`src/rtl/destination_writeback_unit_if.sv`:
```
// Result stream from the ALU into the writeback unit: the value, where it goes,
// and the valid/ready handshake that lets the unit apply backpressure.
interface destination_writeback_unit_if #(
    parameter int WORD_WIDTH = 32,
    parameter int DI_WIDTH   = 4
);
    logic                  result_valid;
    logic                  result_ready;
    logic [WORD_WIDTH-1:0] result;
    logic [1:0]            dt;
    logic [DI_WIDTH-1:0]   di;

    modport master (
        output result_valid,
        output result,
        output dt,
        output di,
        input  result_ready
    );

    modport slave (
        input  result_valid,
        input  result,
        input  dt,
        input  di,
        output result_ready
    );
endinterface

```
`src/rtl/destination_writeback_unit.sv`:
```
// Commits finished ALU results to the register file, predicate file or a
// one-entry output channel buffer, stalling the result stream only on a busy channel.
module destination_writeback_unit #(
    parameter int NUM_OUTPUT_CHANNELS  = 4,
    parameter int NUM_PREDICATES       = 8,
    parameter int NUM_REGISTERS        = 8,
    parameter int WORD_WIDTH           = 32,
    parameter int DI_WIDTH             = 4,
    parameter int REGISTER_INDEX_WIDTH = (NUM_REGISTERS > 1) ? $clog2(NUM_REGISTERS) : 1,
    parameter int PREDICATE_INDEX_WIDTH = (NUM_PREDICATES > 1) ? $clog2(NUM_PREDICATES) : 1
) (
    input  logic                                           clock,
    input  logic                                           reset_n,
    destination_writeback_unit_if.slave                    res,
    output logic                                           register_write_enable,
    output logic [REGISTER_INDEX_WIDTH-1:0]                register_write_index,
    output logic [WORD_WIDTH-1:0]                          register_write_data,
    output logic                                           predicate_write_enable,
    output logic [PREDICATE_INDEX_WIDTH-1:0]               predicate_write_index,
    output logic                                           predicate_write_value,
    output logic [NUM_OUTPUT_CHANNELS-1:0]                 output_channel_valid,
    output logic [NUM_OUTPUT_CHANNELS-1:0][WORD_WIDTH-1:0] output_channel_data,
    input  logic [NUM_OUTPUT_CHANNELS-1:0]                 output_channel_ready,
    output logic                                           quiescent,
    output logic                                           destination_error
);

    localparam int CH_IDX_W = (NUM_OUTPUT_CHANNELS > 1) ? $clog2(NUM_OUTPUT_CHANNELS) : 1;
    localparam logic [DI_WIDTH:0] NUM_CH_LIMIT   = (DI_WIDTH+1)'(NUM_OUTPUT_CHANNELS);
    localparam logic [DI_WIDTH:0] NUM_PRED_LIMIT = (DI_WIDTH+1)'(NUM_PREDICATES);

    typedef enum logic [1:0] {
        DT_NULL      = 2'd0,
        DT_REGISTER  = 2'd1,
        DT_CHANNEL   = 2'd2,
        DT_PREDICATE = 2'd3
    } destType_e;

    typedef enum logic {
        CH_EMPTY = 1'b0,
        CH_FULL  = 1'b1
    } chanState_e;

    chanState_e                                     chanState_q [NUM_OUTPUT_CHANNELS];
    chanState_e                                     chanState_d [NUM_OUTPUT_CHANNELS];
    logic [NUM_OUTPUT_CHANNELS-1:0][WORD_WIDTH-1:0] chanData_q;
    logic [NUM_OUTPUT_CHANNELS-1:0][WORD_WIDTH-1:0] chanData_d;
    logic [NUM_OUTPUT_CHANNELS-1:0]                 chanWrite;

    logic                             regEnable_q, regEnable_d;
    logic [REGISTER_INDEX_WIDTH-1:0]  regIndex_q, regIndex_d;
    logic [WORD_WIDTH-1:0]            regData_q, regData_d;
    logic                             predEnable_q, predEnable_d;
    logic [PREDICATE_INDEX_WIDTH-1:0] predIndex_q, predIndex_d;
    logic                             predValue_q, predValue_d;
    logic                             destError_q, destError_d;

    logic                isChannel;
    logic                isPredicate;
    logic                isRegister;
    logic                chanLegal;
    logic                predLegal;
    logic [CH_IDX_W-1:0] chanIdx;
    logic                chanStall;
    logic                accept;

    assign isChannel   = (res.dt == DT_CHANNEL);
    assign isPredicate = (res.dt == DT_PREDICATE);
    assign isRegister  = (res.dt == DT_REGISTER);
    assign chanLegal   = ({1'b0, res.di} < NUM_CH_LIMIT);
    assign predLegal   = ({1'b0, res.di} < NUM_PRED_LIMIT);
    assign chanIdx     = res.di[CH_IDX_W-1:0];

    // A channel write only stalls when its buffer is full and will not drain this edge.
    always_comb begin
        chanStall = 1'b0;
        if (isChannel && chanLegal) begin
            chanStall = (chanState_q[chanIdx] == CH_FULL) && !output_channel_ready[chanIdx];
        end
    end

    assign res.result_ready = reset_n & ~chanStall;
    assign accept           = res.result_valid & res.result_ready;

    always_comb begin
        for (int c = 0; c < NUM_OUTPUT_CHANNELS; c++) begin
            chanWrite[c]   = accept && isChannel && chanLegal && (chanIdx == CH_IDX_W'(c));
            chanState_d[c] = chanState_q[c];
            chanData_d[c]  = chanData_q[c];
            case (chanState_q[c])
                CH_EMPTY: begin
                    if (chanWrite[c]) begin
                        chanState_d[c] = CH_FULL;
                        chanData_d[c]  = res.result;
                    end
                end
                CH_FULL: begin
                    // A write to a full buffer implies it is draining this same edge.
                    if (chanWrite[c]) begin
                        chanData_d[c] = res.result;
                    end else if (output_channel_ready[c]) begin
                        chanState_d[c] = CH_EMPTY;
                    end
                end
                default: begin
                    chanState_d[c] = CH_EMPTY;
                end
            endcase
        end
    end

    always_ff @(posedge clock or negedge reset_n) begin
        if (!reset_n) begin
            for (int c = 0; c < NUM_OUTPUT_CHANNELS; c++) begin
                chanState_q[c] <= CH_EMPTY;
            end
            chanData_q <= '0;
        end else begin
            for (int c = 0; c < NUM_OUTPUT_CHANNELS; c++) begin
                chanState_q[c] <= chanState_d[c];
            end
            chanData_q <= chanData_d;
        end
    end

    always_comb begin
        regEnable_d  = accept && isRegister;
        regIndex_d   = regIndex_q;
        regData_d    = regData_q;
        predEnable_d = accept && isPredicate && predLegal;
        predIndex_d  = predIndex_q;
        predValue_d  = predValue_q;
        destError_d  = destError_q;
        if (regEnable_d) begin
            regIndex_d = res.di[REGISTER_INDEX_WIDTH-1:0];
            regData_d  = res.result;
        end
        if (predEnable_d) begin
            predIndex_d = res.di[PREDICATE_INDEX_WIDTH-1:0];
            predValue_d = res.result[0];
        end
        if (accept && ((isChannel && !chanLegal) || (isPredicate && !predLegal))) begin
            destError_d = 1'b1;
        end
    end

    always_ff @(posedge clock or negedge reset_n) begin
        if (!reset_n) begin
            regEnable_q  <= 1'b0;
            regIndex_q   <= '0;
            regData_q    <= '0;
            predEnable_q <= 1'b0;
            predIndex_q  <= '0;
            predValue_q  <= 1'b0;
            destError_q  <= 1'b0;
        end else begin
            regEnable_q  <= regEnable_d;
            regIndex_q   <= regIndex_d;
            regData_q    <= regData_d;
            predEnable_q <= predEnable_d;
            predIndex_q  <= predIndex_d;
            predValue_q  <= predValue_d;
            destError_q  <= destError_d;
        end
    end

    always_comb begin
        for (int c = 0; c < NUM_OUTPUT_CHANNELS; c++) begin
            output_channel_valid[c] = (chanState_q[c] == CH_FULL);
        end
    end

    assign output_channel_data    = chanData_q;
    assign register_write_enable  = regEnable_q;
    assign register_write_index   = regIndex_q;
    assign register_write_data    = regData_q;
    assign predicate_write_enable = predEnable_q;
    assign predicate_write_index  = predIndex_q;
    assign predicate_write_value  = predValue_q;
    assign destination_error      = destError_q;
    assign quiescent              = ~(|output_channel_valid) & ~regEnable_q & ~predEnable_q;

endmodule

```
`src/flat_wrapper.sv`:
```
// flat-port wrapper written by rule: the top's interface ports become plain ports
module destination_writeback_unit_flat 
#(
    parameter int NUM_OUTPUT_CHANNELS  = 4,
    parameter int NUM_PREDICATES       = 8,
    parameter int NUM_REGISTERS        = 8,
    parameter int WORD_WIDTH           = 32,
    parameter int DI_WIDTH             = 4,
    parameter int REGISTER_INDEX_WIDTH = (NUM_REGISTERS > 1) ? $clog2(NUM_REGISTERS) : 1,
    parameter int PREDICATE_INDEX_WIDTH = (NUM_PREDICATES > 1) ? $clog2(NUM_PREDICATES) : 1
)
  (clock, reset_n, register_write_enable, register_write_index, register_write_data, predicate_write_enable, predicate_write_index, predicate_write_value, output_channel_valid, output_channel_data, output_channel_ready, quiescent, destination_error, res_result_valid, res_result, res_dt, res_di, res_result_ready);
  destination_writeback_unit_if #(.WORD_WIDTH(WORD_WIDTH), .DI_WIDTH(DI_WIDTH)) res_i ();
  input  logic clock;
  input  logic reset_n;
  output logic register_write_enable;
  output logic [REGISTER_INDEX_WIDTH-1:0] register_write_index;
  output logic [WORD_WIDTH-1:0] register_write_data;
  output logic predicate_write_enable;
  output logic [PREDICATE_INDEX_WIDTH-1:0] predicate_write_index;
  output logic predicate_write_value;
  output logic [NUM_OUTPUT_CHANNELS-1:0] output_channel_valid;
  output logic [NUM_OUTPUT_CHANNELS-1:0][WORD_WIDTH-1:0] output_channel_data;
  input  logic [NUM_OUTPUT_CHANNELS-1:0] output_channel_ready;
  output logic quiescent;
  output logic destination_error;
  input wire logic [$bits(res_i.result_valid)-1:0] res_result_valid;
  input wire logic [$bits(res_i.result)-1:0] res_result;
  input wire logic [$bits(res_i.dt)-1:0] res_dt;
  input wire logic [$bits(res_i.di)-1:0] res_di;
  output wire logic [$bits(res_i.result_ready)-1:0] res_result_ready;
  assign res_i.result_valid = res_result_valid;
  assign res_i.result = res_result;
  assign res_i.dt = res_dt;
  assign res_i.di = res_di;
  assign res_result_ready = res_i.result_ready;
  destination_writeback_unit #(.NUM_OUTPUT_CHANNELS(NUM_OUTPUT_CHANNELS), .NUM_PREDICATES(NUM_PREDICATES), .NUM_REGISTERS(NUM_REGISTERS), .WORD_WIDTH(WORD_WIDTH), .DI_WIDTH(DI_WIDTH), .REGISTER_INDEX_WIDTH(REGISTER_INDEX_WIDTH), .PREDICATE_INDEX_WIDTH(PREDICATE_INDEX_WIDTH)) u_core (.clock(clock), .reset_n(reset_n), .res(res_i), .register_write_enable(register_write_enable), .register_write_index(register_write_index), .register_write_data(register_write_data), .predicate_write_enable(predicate_write_enable), .predicate_write_index(predicate_write_index), .predicate_write_value(predicate_write_value), .output_channel_valid(output_channel_valid), .output_channel_data(output_channel_data), .output_channel_ready(output_channel_ready), .quiescent(quiescent), .destination_error(destination_error));
endmodule
```
`config.mk`:
```
export PLATFORM = sky130hd
export DESIGN_NAME = destination_writeback_unit_flat
export DESIGN_NICKNAME = d
export VERILOG_FILES = /design/src/rtl/destination_writeback_unit_if.sv /design/src/rtl/destination_writeback_unit.sv /design/src/flat_wrapper.sv
export SDC_FILE = /design/constraint.sdc
export NUM_CORES = 1
export LEC_CHECK = 0
export ABC_AREA = 1
export CAP_MARGIN = 40
export CELL_PAD_IN_SITES_DETAIL_PLACEMENT = 1
export CELL_PAD_IN_SITES_GLOBAL_PLACEMENT = 2
export CORE_ASPECT_RATIO = 0.9
export CORE_MARGIN = 4
export CORE_UTILIZATION = 27
export DETAILED_ROUTE_END_ITERATION = 10
export GPL_TIMING_DRIVEN = 0
export PLACE_DENSITY = 0.84
export SYNTH_ARGS = -nofsm -noshare
export SYNTH_HDL_FRONTEND = slang
export SYNTH_SLANG_ARGS = --single-unit
```
`constraint.sdc`:
```
create_clock -name clock -period 1.7 [get_ports clock]
set_clock_uncertainty 0.1 [all_clocks]
set_input_delay 0.34 -clock clock [delete_from_list [all_inputs] [get_ports clock]]
set_output_delay 0.34 -clock clock [all_outputs]
set_load 0.01 [all_outputs]
```
# Word-level counts from Yosys, hierarchy flattened
# Cells that the tools add are included.
classes:
  n_lt_le_gt_ge: 4
  eq_ne: 6
  n_mux: 26
  bitwise: 13
  n_reduce_logical: 20
ops:
  columns: ["op", "n"]
  rows:
  - ["32-bit 2-to-1 mux", 4]
  - ["1-bit 2-to-1 mux", 16]
  - ["1-bit logical AND", 14]
  - ["2-bit == test, second input constant", 4]
  - ["1-bit NOT", 8]
  - ["1-bit case mux with 2 select lines", 4]
  - ["1-bit AND", 4]
  - ["1-bit binary-select mux with 2-bit select", 2]
  - ["2-bit by 1-bit == test with 1-bit output, second input constant", 2]
  - ["4-bit by 3-bit < comparator with 1-bit output, second input constant", 1]
  - ["4-bit < comparator, second input constant", 1]
  - ["4-bit OR reduction", 1]
  - ["3-bit >= comparator, second input constant", 1]
  - ["1-bit zero test", 3]
  - ["2-bit by 3-bit < comparator with 1-bit output, second input constant", 1]
  - ["2-bit NOT with 3-bit output", 1]
  - ["2-bit zero test", 1]
  - ["1-bit logical OR", 1]
totals:
  regBits: 174
  input_bits: 45
  elab_cells: 84

# Logic depth before layout (Yosys ltp)
logic_depth:
  word_depth: 14
  ltp_mapped: 12
  depth_no_buf: 11

# Worst setup path after synthesis
# Ideal clock, no wire load.
synth_path:
  path_kind: "input to register"
  from: "in res_di[1]"
  to: "reg u_core.regData_q[10] (netlist: u_core.register_write_data[10])"
  arrival_time_ns: 1.511
  t_required_ns: 1.484
  setup_slack_ns: -0.027
  cell_stages: 11
  cell_sequence: "buf_6 inv_1 nand3_1 nand3_1 nor2_1 a21boi_2 nand3_1 buf_2 buf_2 nand2_1 nand2_1"
synth_via:
  elab_chain_cells: 10
  elab_cells_between_ends: 15
synth_rtl:
  columns: ["element", "line", "text"]
  rows:
  - ["start: declaration", "flat_wrapper.sv:30", "input wire logic [$bits(res_i.di)-1:0] res_di;"]
  - ["2-bit NOT with 3-bit output (implied by the code)", "destination_writeback_unit.sv:78", "chanStall = (chanState_q[chanIdx] == CH_FULL) && !output_channel_ready[chanIdx];"]
  - ["1-bit binary-select mux with 2-bit select", "destination_writeback_unit.sv:78", null]
  - ["1-bit 2-to-1 mux (implied by the code) (2 in series)", "destination_writeback_unit.sv:78", null]
  - ["1-bit logical AND", "destination_writeback_unit.sv:78", null]
  - ["1-bit 2-to-1 mux *", "destination_writeback_unit.sv:77", "if (isChannel && chanLegal) begin"]
  - ["1-bit NOT *", "destination_writeback_unit.sv:82", "assign res.result_ready = reset_n & ~chanStall;"]
  - ["1-bit AND *", "destination_writeback_unit.sv:82", null]
  - ["named net res_result_ready", "flat_wrapper.sv:31", "output wire logic [$bits(res_i.result_ready)-1:0] res_result_ready;"]
  - ["1-bit AND *", "destination_writeback_unit.sv:83", "assign accept = res.result_valid & res.result_ready;"]
  - ["1-bit logical AND *", "destination_writeback_unit.sv:127", "regEnable_d = accept && isRegister;"]
  - ["end signal: assignment", "destination_writeback_unit.sv:159", "regData_q <= regData_d;"]
  - ["end: declaration", "destination_writeback_unit.sv:52", "logic [WORD_WIDTH-1:0] regData_q, regData_d;"]
# The timed path passes the listed nets; every way through them passes the cells marked *. The select of a mux whose other input is x is not followed.
# A chain may end at the register's enable or synchronous reset.

# Final worst setup path
layout_path:
  from: "reg u_core.chanState_q, in the netlist u_core.output_channel_valid[2]"
  to: "reg u_core.chanData_q, in the netlist u_core.output_channel_data[68]"
layout_via:
  elab_chain_cells: 11
layout_rtl:
  columns: ["element", "line", "text"]
  rows:
  - ["start: declaration", "destination_writeback_unit.sv:44", "chanState_e chanState_q [NUM_OUTPUT_CHANNELS];"]
  - ["start signal: indexed assignment", "destination_writeback_unit.sv:120", "chanState_q[c] <= chanState_d[c];"]
  - ["1-bit binary-select mux with 2-bit select", "destination_writeback_unit.sv:78", null]
  - ["1-bit 2-to-1 mux (implied by the code) (2 in series)", "destination_writeback_unit.sv:78", null]
  - ["1-bit logical AND", "destination_writeback_unit.sv:78", null]
  - ["1-bit 2-to-1 mux", "destination_writeback_unit.sv:77", null]
  - ["1-bit NOT", "destination_writeback_unit.sv:82", null]
  - ["1-bit AND", "destination_writeback_unit.sv:82", null]
  - ["1-bit AND", "destination_writeback_unit.sv:83", null]
  - ["1-bit logical AND (3 in series)", "destination_writeback_unit.sv:87", "chanWrite[c] = accept && isChannel && chanLegal && (chanIdx == CH_IDX_W'(c));"]
  - ["end signal: assignment", "destination_writeback_unit.sv:122", "chanData_q <= chanData_d;"]
  - ["end: declaration", "destination_writeback_unit.sv:46", "logic [NUM_OUTPUT_CHANNELS-1:0][WORD_WIDTH-1:0] chanData_q;"]
# No other way between the ends. The select of a mux whose other input is x is not followed.

==> flow_summary.toml <==
[cts]
cts_buffers = 17
ctsRootBufferMaster = "clkbuf_16"
htree_levels = 4
cts_num_sinks = 174
clkTransAtPathRegs_ns = 0.07
cts_buffer_depth = 2
clock_latency_ns = 0.42
cts_tree = "yes"

[placed_design]
dp_hpwl_um = 19100
io_buffers = 219
gp_congestion = 0.760
dpl_cell_area_um2 = 9810
dp_slack_ns = -1.07
dp_cells = 1358

[grt]
antenna_found_initial = 0
grt_use_total_pct = 18.5
first_global_vias = 6672
grt_pass1_wl_um = 41000
grt_max_degree = 67
grt_overflow = 0

[timing]
hold_viol_final = 54
period_share_pct = 111
hold-worst-slack_ns = -0.323
relSlewSlack_pct = 45.7
worstMarginPinSlew_ns = 0.815
fmax_mhz = 532
layout_setup_ws_ns = -0.179
grt_setup_unrepaired = "yes"
setup_viol = 164
period_minus_slack_ns = 1.88
slew_violations = 0

[floorplan]
dieArea_um2 = 29000
initial_core_util_pct = 27.3
io_pins = 221
fp.coreArea_um2 = 26000
die_y_um = 162
placementRows = 56
die_w_um = 179

[synth]
synth_flop_cell = "dfrtp_1"
yosys-top-cells-area = "dfrtp_1 (61%), nand2_1 (20%), o21ai_1 (5.2%), o21ai_0 (3.8%), buf_6 (1.7%)"
synth_most_common_cell = "nand2_1"
yosysTopAreaCell = "dfrtp_1"
ys_warn_count = 0
syn-num-nets = 834
synth-edff-count = 0
synth_fa_ha_area_share_pct = 0
synth_top_family_by_area = "simple AND/OR/NAND/NOR gates"
yosys.area_share.xor_xnor_pct = 0
syn-mean-instance-area_um2 = 9.00
synth_compound_area_share_pct = 10.6
synthArstFlopShare_pct = 100
ys_top_cells_by_count = "nand2_1 (379), dfrtp_1 (174), o21ai_1 (74)"
synth-simple-area-share_pct = 22.8
syn-instance-count = 789
yosysSeqAreaShare_pct = 61.3
ys_types = 24
synth_seq_cells = 174
synth_top_area_share_pct = 61.3
syn_area_um2 = 7100
synth_mux_area_share_pct = 0

[setup_path]
arrival_ns = 2.08
cp.required_ns = 1.90
cpLargestDelayFamily = "buffers and inverters"
start_kind = "register"
cp_num_buf_inv = 4
cp-end-kind = "register"
crit_path_cell_trace = "inv_2, o21ai_2, nand2_1, nand2_2, nand2_2, nand4_4, buf_12, buf_12, buf_12, o21ai_2, nand2_1"
cpMostUsedCell = "buf_12"
crit_slowest_cell = "dfrtp_1"
critical_path_class = "reg -> reg"
crit_fanout = 10
max_stage_delay_ns = 0.40

[pwr]
finalPower_w = 0.0107
worst_ir_drop_vdd_mv = 0.616
leakagePower_nw = 7.44
power.density_nw_per_um2 = 953

[layout]
area_growth_pct = 58.3
layout-drive-gt1-share_pct = 16.8
fill_cells = 2956
final_cell_area_um2 = 11200
n_antenna_cell = 0
fin_util_pct = 43.3
final_cells = 1407
finalNetCount = 1092

[drt]
vias_per_cell = 4.56
dr.pass1.iters = 5
drc = 0
via_count = 6410
wl_per_cell_um = 19.3
drtAntennaViolNets = 0
drt_iter0_drc = 258
finalWirelength_um = 27200

[outcome]
outcome = "finished with violations"
violations = "hold timing, setup timing"

[min_path]
hold_class = "in -> async"

[job]
drv_cap = 0
==> flip-flops by register name, indices dropped and copies added, names as in the netlist <==
signal                         flops
u_core.destination_error           1
u_core.output_channel_data       128
u_core.output_channel_valid        4
u_core.predicate_write_enable      1
u_core.predicate_write_index       3
u_core.predicate_write_value       1
u_core.register_write_data        32
u_core.register_write_enable       1
u_core.register_write_index        3
==> kinds of logic (layout without fill, tap and decap cells) <==
kind of cell | Yosys count | after routing
simple gates | 409 | 409
flops | 174 | 174
compound gates | 143 | 143
buf+inv | 63 | 333
==> worst register-to-register path, stage by stage (launching register included) <==
cell	delay [ns]
dfrtp_1	0.40
inv_2	0.08
o21ai_2	0.05
nand2_1	0.07
nand2_2	0.10
nand2_2	0.09
nand4_4	0.14
buf_12	0.20
buf_12	0.17
buf_12	0.16
o21ai_2	0.12
nand2_1	0.08
==> placed cells by master, fill, tap and decap left out, drive strengths merged <==
cell	instances
o21ai	132
buf	57
clkbuf	35
a21oi	1
nor2	12
a21boi	1
nand3	11
dfrtp	174
nand4	3
a31o	1
dlymetal6s2s	120
bufinv	2
nor3	2
clkinvlp	4
o21bai	4
clkdlybuf4s50	34
dlygate4sd2	58
o22ai	4
inv	18
nand2	381
clkinv	5
==> final cells by class <==
class / count / area (um^2) / share of cell area [%]
repair buffers: 240 / 2680 / 23.8
inverters: 16 / 67.6 / 0.601
flip-flops and latches: 174 / 4350 / 38.7
well taps: 348 / 435 / 3.87
plain buffers: 46 / 482 / 4.28
clock buffers: 18 / 429 / 3.82
clock inverters: 13 / 159 / 1.41
multi-input cells: 552 / 2640 / 23.5
==> metal layers <==
metal  share of wire (%)  vias up  track usage, %
li1                    -     3044               -
met1                  45     3200            25.3
met2                  48      154            29.8
met3                 6.9       12            5.31
met4                0.57        0            3.24
met5                   0        -               0
==> power by group <==
part / internal, W / total, W / leakage (nW) / switching (W)
clock: 0.00219 / 0.00400 / 0.272 / 0.00181
sequential: 0.00456 / 0.00480 / 2.33 / 0.000233
combinational: 0.000901 / 0.00191 / 4.84 / 0.00101
==> metrics by stage <==
| step | TNS (ns) | hold WS, ns |
|---|---|---|
| final | -18.33 | -0.323 |
| after floorplan | 0 | -0.0556 |
| after global routing | -34.59 | -0.317 |
| after CTS | -31.67 | -0.323 |
| after detailed placement | -152.20 | 0.198 |
| after global placement | -2732.45 | 0.354 |
==> worst paths after layout <==
check / from / to / slack (ns) / depth (start not counted)
max: u_core.output_channel_valid[2] / u_core.output_channel_data[68] / -0.18 / 11
min reg2reg: u_core.output_channel_data[82] / u_core.output_channel_data[82] / 0.37 / 2
max in group asynchronous: reset_n / u_core.output_channel_data[13] / 0.85 / 3
min: reset_n / u_core.predicate_write_index[2] / -0.32 / 1
min in group clock: output_channel_ready[3] / u_core.output_channel_valid[3] / 0.09 / 2
max reg2reg: u_core.output_channel_valid[2] / u_core.output_channel_data[68] / -0.18 / 11
==> timing repair <==
action | 4_1_cts | 5_1_grt
setup buffers | 7 | 10
setup endpoints to repair | 344 | 279
gates resized for setup | 110 | 239
cloned | 0 | 2
pin swaps | 7 | 15
endpoints found under the hold margin | 54 | 54
Power figures use the tool's default switching activity.
==> edit: new RTL, same settings <==
`NUM_REGISTERS` is set to 8 in 2 places; all go to 16.
--- a/src/rtl/destination_writeback_unit.sv
+++ b/src/rtl/destination_writeback_unit.sv
@@ -3,7 +3,7 @@
 module destination_writeback_unit #(
     parameter int NUM_OUTPUT_CHANNELS  = 4,
     parameter int NUM_PREDICATES       = 8,
-    parameter int NUM_REGISTERS        = 8,
+    parameter int NUM_REGISTERS        = 16,
     parameter int WORD_WIDTH           = 32,
     parameter int DI_WIDTH             = 4,
     parameter int REGISTER_INDEX_WIDTH = (NUM_REGISTERS > 1) ? $clog2(NUM_REGISTERS) : 1,
--- a/src/flat_wrapper.sv
+++ b/src/flat_wrapper.sv
@@ -3,7 +3,7 @@
 #(
     parameter int NUM_OUTPUT_CHANNELS  = 4,
     parameter int NUM_PREDICATES       = 8,
-    parameter int NUM_REGISTERS        = 8,
+    parameter int NUM_REGISTERS        = 16,
     parameter int WORD_WIDTH           = 32,
     parameter int DI_WIDTH             = 4,
     parameter int REGISTER_INDEX_WIDTH = (NUM_REGISTERS > 1) ? $clog2(NUM_REGISTERS) : 1,
Interface: changed (resized register_write_index); port bits go from 221 to 222. The function was not compared with the original's and may differ.
==> edit against the unedited design <==
- the flow still finishes with violations (negative hold slack, negative setup slack)
- count of clock-buffer cells in the layout stayed put
- clock power is 1% higher
- final area is 5.8% higher
- largest cell class unchanged
- setup slack worse by 0.059 ns
- sequential cell count is 1 higher
- area after synthesis is 0.44% higher
- combinational power is 3% lower
- highest routed layer is now met5
- maximum frequency is 3.0% lower
- power hardly changed
- critical path type unchanged
- global-route usage is 1.7 points higher
- wire length is 9.8% higher
==> edit: results (changes against the unedited design) <==
Path category of the worst min-delay check: input port to asynchronous set/reset pin. The final reports fail on negative hold slack, negative setup slack. The detailed-route vias per instance is 4.64 (+1.9%). Number of warnings reported in the yosys synthesis log: 0 (unchanged). The run gives 167 (+1.8%) as the total setup violations reported at the end of the flow. The placement-stage cell area came out at 9820 um^2 (+0.10%).

The async set-or-reset flop fraction in the synthesized netlist came out at 100% (unchanged). In the synthesized netlist the dominant register cell turns out to be sky130_fd_sc_hd__dfrtp_1. For the relative slew slack, the log shows 40.1% (-5.5 points). The number of placed instances, taps included came out at 1354 (-0.29%). The worst-path cell with the longest stage delay was sky130_fd_sc_hd__dfrtp_1. The final weighted congestion in routability-driven placement is 0.743 (-2.2%), and the share of the yosys chip area belonging to registers is 61.4% (+0.082 points). The tightest hold margin was -0.186 ns (+0.137 ns); the pre-CTS setup slack was -1.24 ns (-0.168 ns). Unique cell type count in the Yosys netlist: 26 (+8.3%).

The maximum cell stage delay along the critical path came out at 0.39 ns. The wire length after detailed routing was 29.9 mm (+9.8%). The run gives 20.2% (+1.7 points) as the global router's overall resource usage.

The run gives 2.20 ns (+0.12 ns) as the worst endpoint data arrival time. The run finished, with violations left. Sorting the synthesized cells by how often they occur yields sky130_fd_sc_hd__nand2_1, sky130_fd_sc_hd__dfrtp_1, sky130_fd_sc_hd__o21ai_1, sky130_fd_sc_hd__o21ai_0, sky130_fd_sc_hd__clkbuf_1. The flip-flop count of the largest register, all copies and words added came out at 128 (unchanged). In the post-synthesis netlist, the biggest area contributors are sky130_fd_sc_hd__dfrtp_1, sky130_fd_sc_hd__nand2_1, sky130_fd_sc_hd__o21ai_1. The worst setup path is of the register to register kind. The cell area after synthesis came out at 7140 um^2 (+0.44%). The via count of the first global-routing pass is 6992 (+4.8%). The largest fanout on the critical path was 5 (-5).

For the total nets after synthesis, the log shows 830 (-0.48%). The final critical-path setup slack is -0.237 ns (-0.0587 ns). The cell leakage power is 6.55 nW (-12%), and the net total in the final layout is 1128 (+3.3%). The count of buffers from port buffering was 220 (+0.46%). The average footprint of a synthesized cell is 9.09 um^2 (+0.95%). In this run the clock root is driven by a sky130_fd_sc_hd__clkbuf_16. The run gives 44.2 mm (+7.7%) as the first-pass GRT wire length. The largest net degree at the start of global routing was 98 (+46%); the iteration-0 DRC count of the detailed router was 261 (+1.2%).

The worst ir drop on vdd was 0.000534 V (-13%). The logs give 2 (+2) for the initial antenna violation count and 19.0 mm (-0.67%) for the detailed placement HPWL. Grouping stages by cell kind, the critical path spends the most delay in simple AND/OR/NAND/NOR gates. Final routed wire length divided by cell count: 20.7 um (+7.0%). The run gives 78 (+44%) as the final number of hold-violating endpoints. The launch point of the critical path was u_core.output_channel_valid[3]$_DFF_PN0_.

The fraction of final layout cells sized beyond drive strength 1 is 27.6% (+11 points), and the clock transition at the registers of the reported paths is 0.07 ns (about the same). The fraction of post-synthesis cell area in the top cell type by area was 61.4% (+0.082 points). The maximum buffer depth of the clock tree was 2 (unchanged). For the setup TNS, the log shows -20.62 ns (-2.29 ns).
==> edit: changes by cell type in the layout (fill, tap and decap cells not counted), sizes merged, moves of 2 or more <==
cell / delta
dlygate4sd2: +121
inv: +4
buf: +33
nor2: -3
nand3: -4
nand2: +8
clkinv: -3
clkdlybuf4s15: +2
o21ai: -3
dlymetal6s2s: -119
clkbuf: +2
==> edit: final cells by class <==
cell class / instances / area, um^2
multi-input cells: 551 / 2920
clock buffers: 18 / 439
flip-flops and latches: 175 / 4380
plain buffers: 43 / 553
fillers: 2965 / 14200
clock inverters: 14 / 149
inverters: 14 / 62.6
well taps: 348 / 435
repair buffers: 281 / 2950
==> edit: report_power, final <==
group | switching [mW] | internal [mW]
sequential | 0.239 | 4.59
combinational | 1.05 | 0.796
clock | 1.92 | 2.13
total | 3.21 | 7.51
==> edit: worst reg2reg max path, cell delays in order (launching register included) <==
cell and delay [ns]:
sky130_fd_sc_hd__dfrtp_1 0.39, sky130_fd_sc_hd__nand2_1 0.09, sky130_fd_sc_hd__nand2_1 0.06, sky130_fd_sc_hd__nand2_1 0.07, sky130_fd_sc_hd__nand2_2 0.09, sky130_fd_sc_hd__nand2_2 0.08, sky130_fd_sc_hd__nand4_4 0.11, sky130_fd_sc_hd__buf_12 0.20
sky130_fd_sc_hd__buf_12 0.13, sky130_fd_sc_hd__nor2_4 0.14, sky130_fd_sc_hd__buf_6 0.16, sky130_fd_sc_hd__buf_8 0.13, sky130_fd_sc_hd__nand2_1 0.05, sky130_fd_sc_hd__nand2_1 0.08
==> edit: path summary, 6_finish.rpt <==
kind	slack (ns)	cells past startpoint	to
worst min register to register	0.36	2	u_core.register_write_index[1]$_DFFE_PN0P_
worst max register to register	-0.24	13	u_core.output_channel_data[35]$_DFFE_PN0P_
worst max-delay path	-0.24	13	u_core.output_channel_data[35]$_DFFE_PN0P_
min in group clock	0.06	2	u_core.output_channel_valid[1]$_DFF_PN0_
worst min-delay path	-0.19	1	u_core.register_write_data[26]$_DFFE_PN0P_
max in group asynchronous	0.71	2	u_core.output_channel_data[110]$_DFFE_PN0P_
==> edit: kinds of logic after synthesis <==
logic type	count (synthesis)	share of synthesized area (%)
buffers and inverters	59	5.14
DFF	175	61.4
AOI/OAI and AO/OA	139	10.2
and+or+nand+nor	412	23.3
==> edit: repair_timing <==
| item | CTS | global route |
|---|---|---|
| gates cloned | 17 | 4 |
| resized for setup | 406 | 98 |
| endpoints found under the setup margin | 350 | 173 |
| pin swaps | 34 | 38 |
| endpoints found under the hold margin | 78 | 78 |
| setup buffers | 31 | 10 |
==> edit: metal layers <==
layer | routed length [um] | track usage (%)
met1 | 13400 | 27.5
met2 | 14100 | 32.3
met3 | 2080 | 6.31
met4 | 247 | 3.50
met5 | 24 | 0
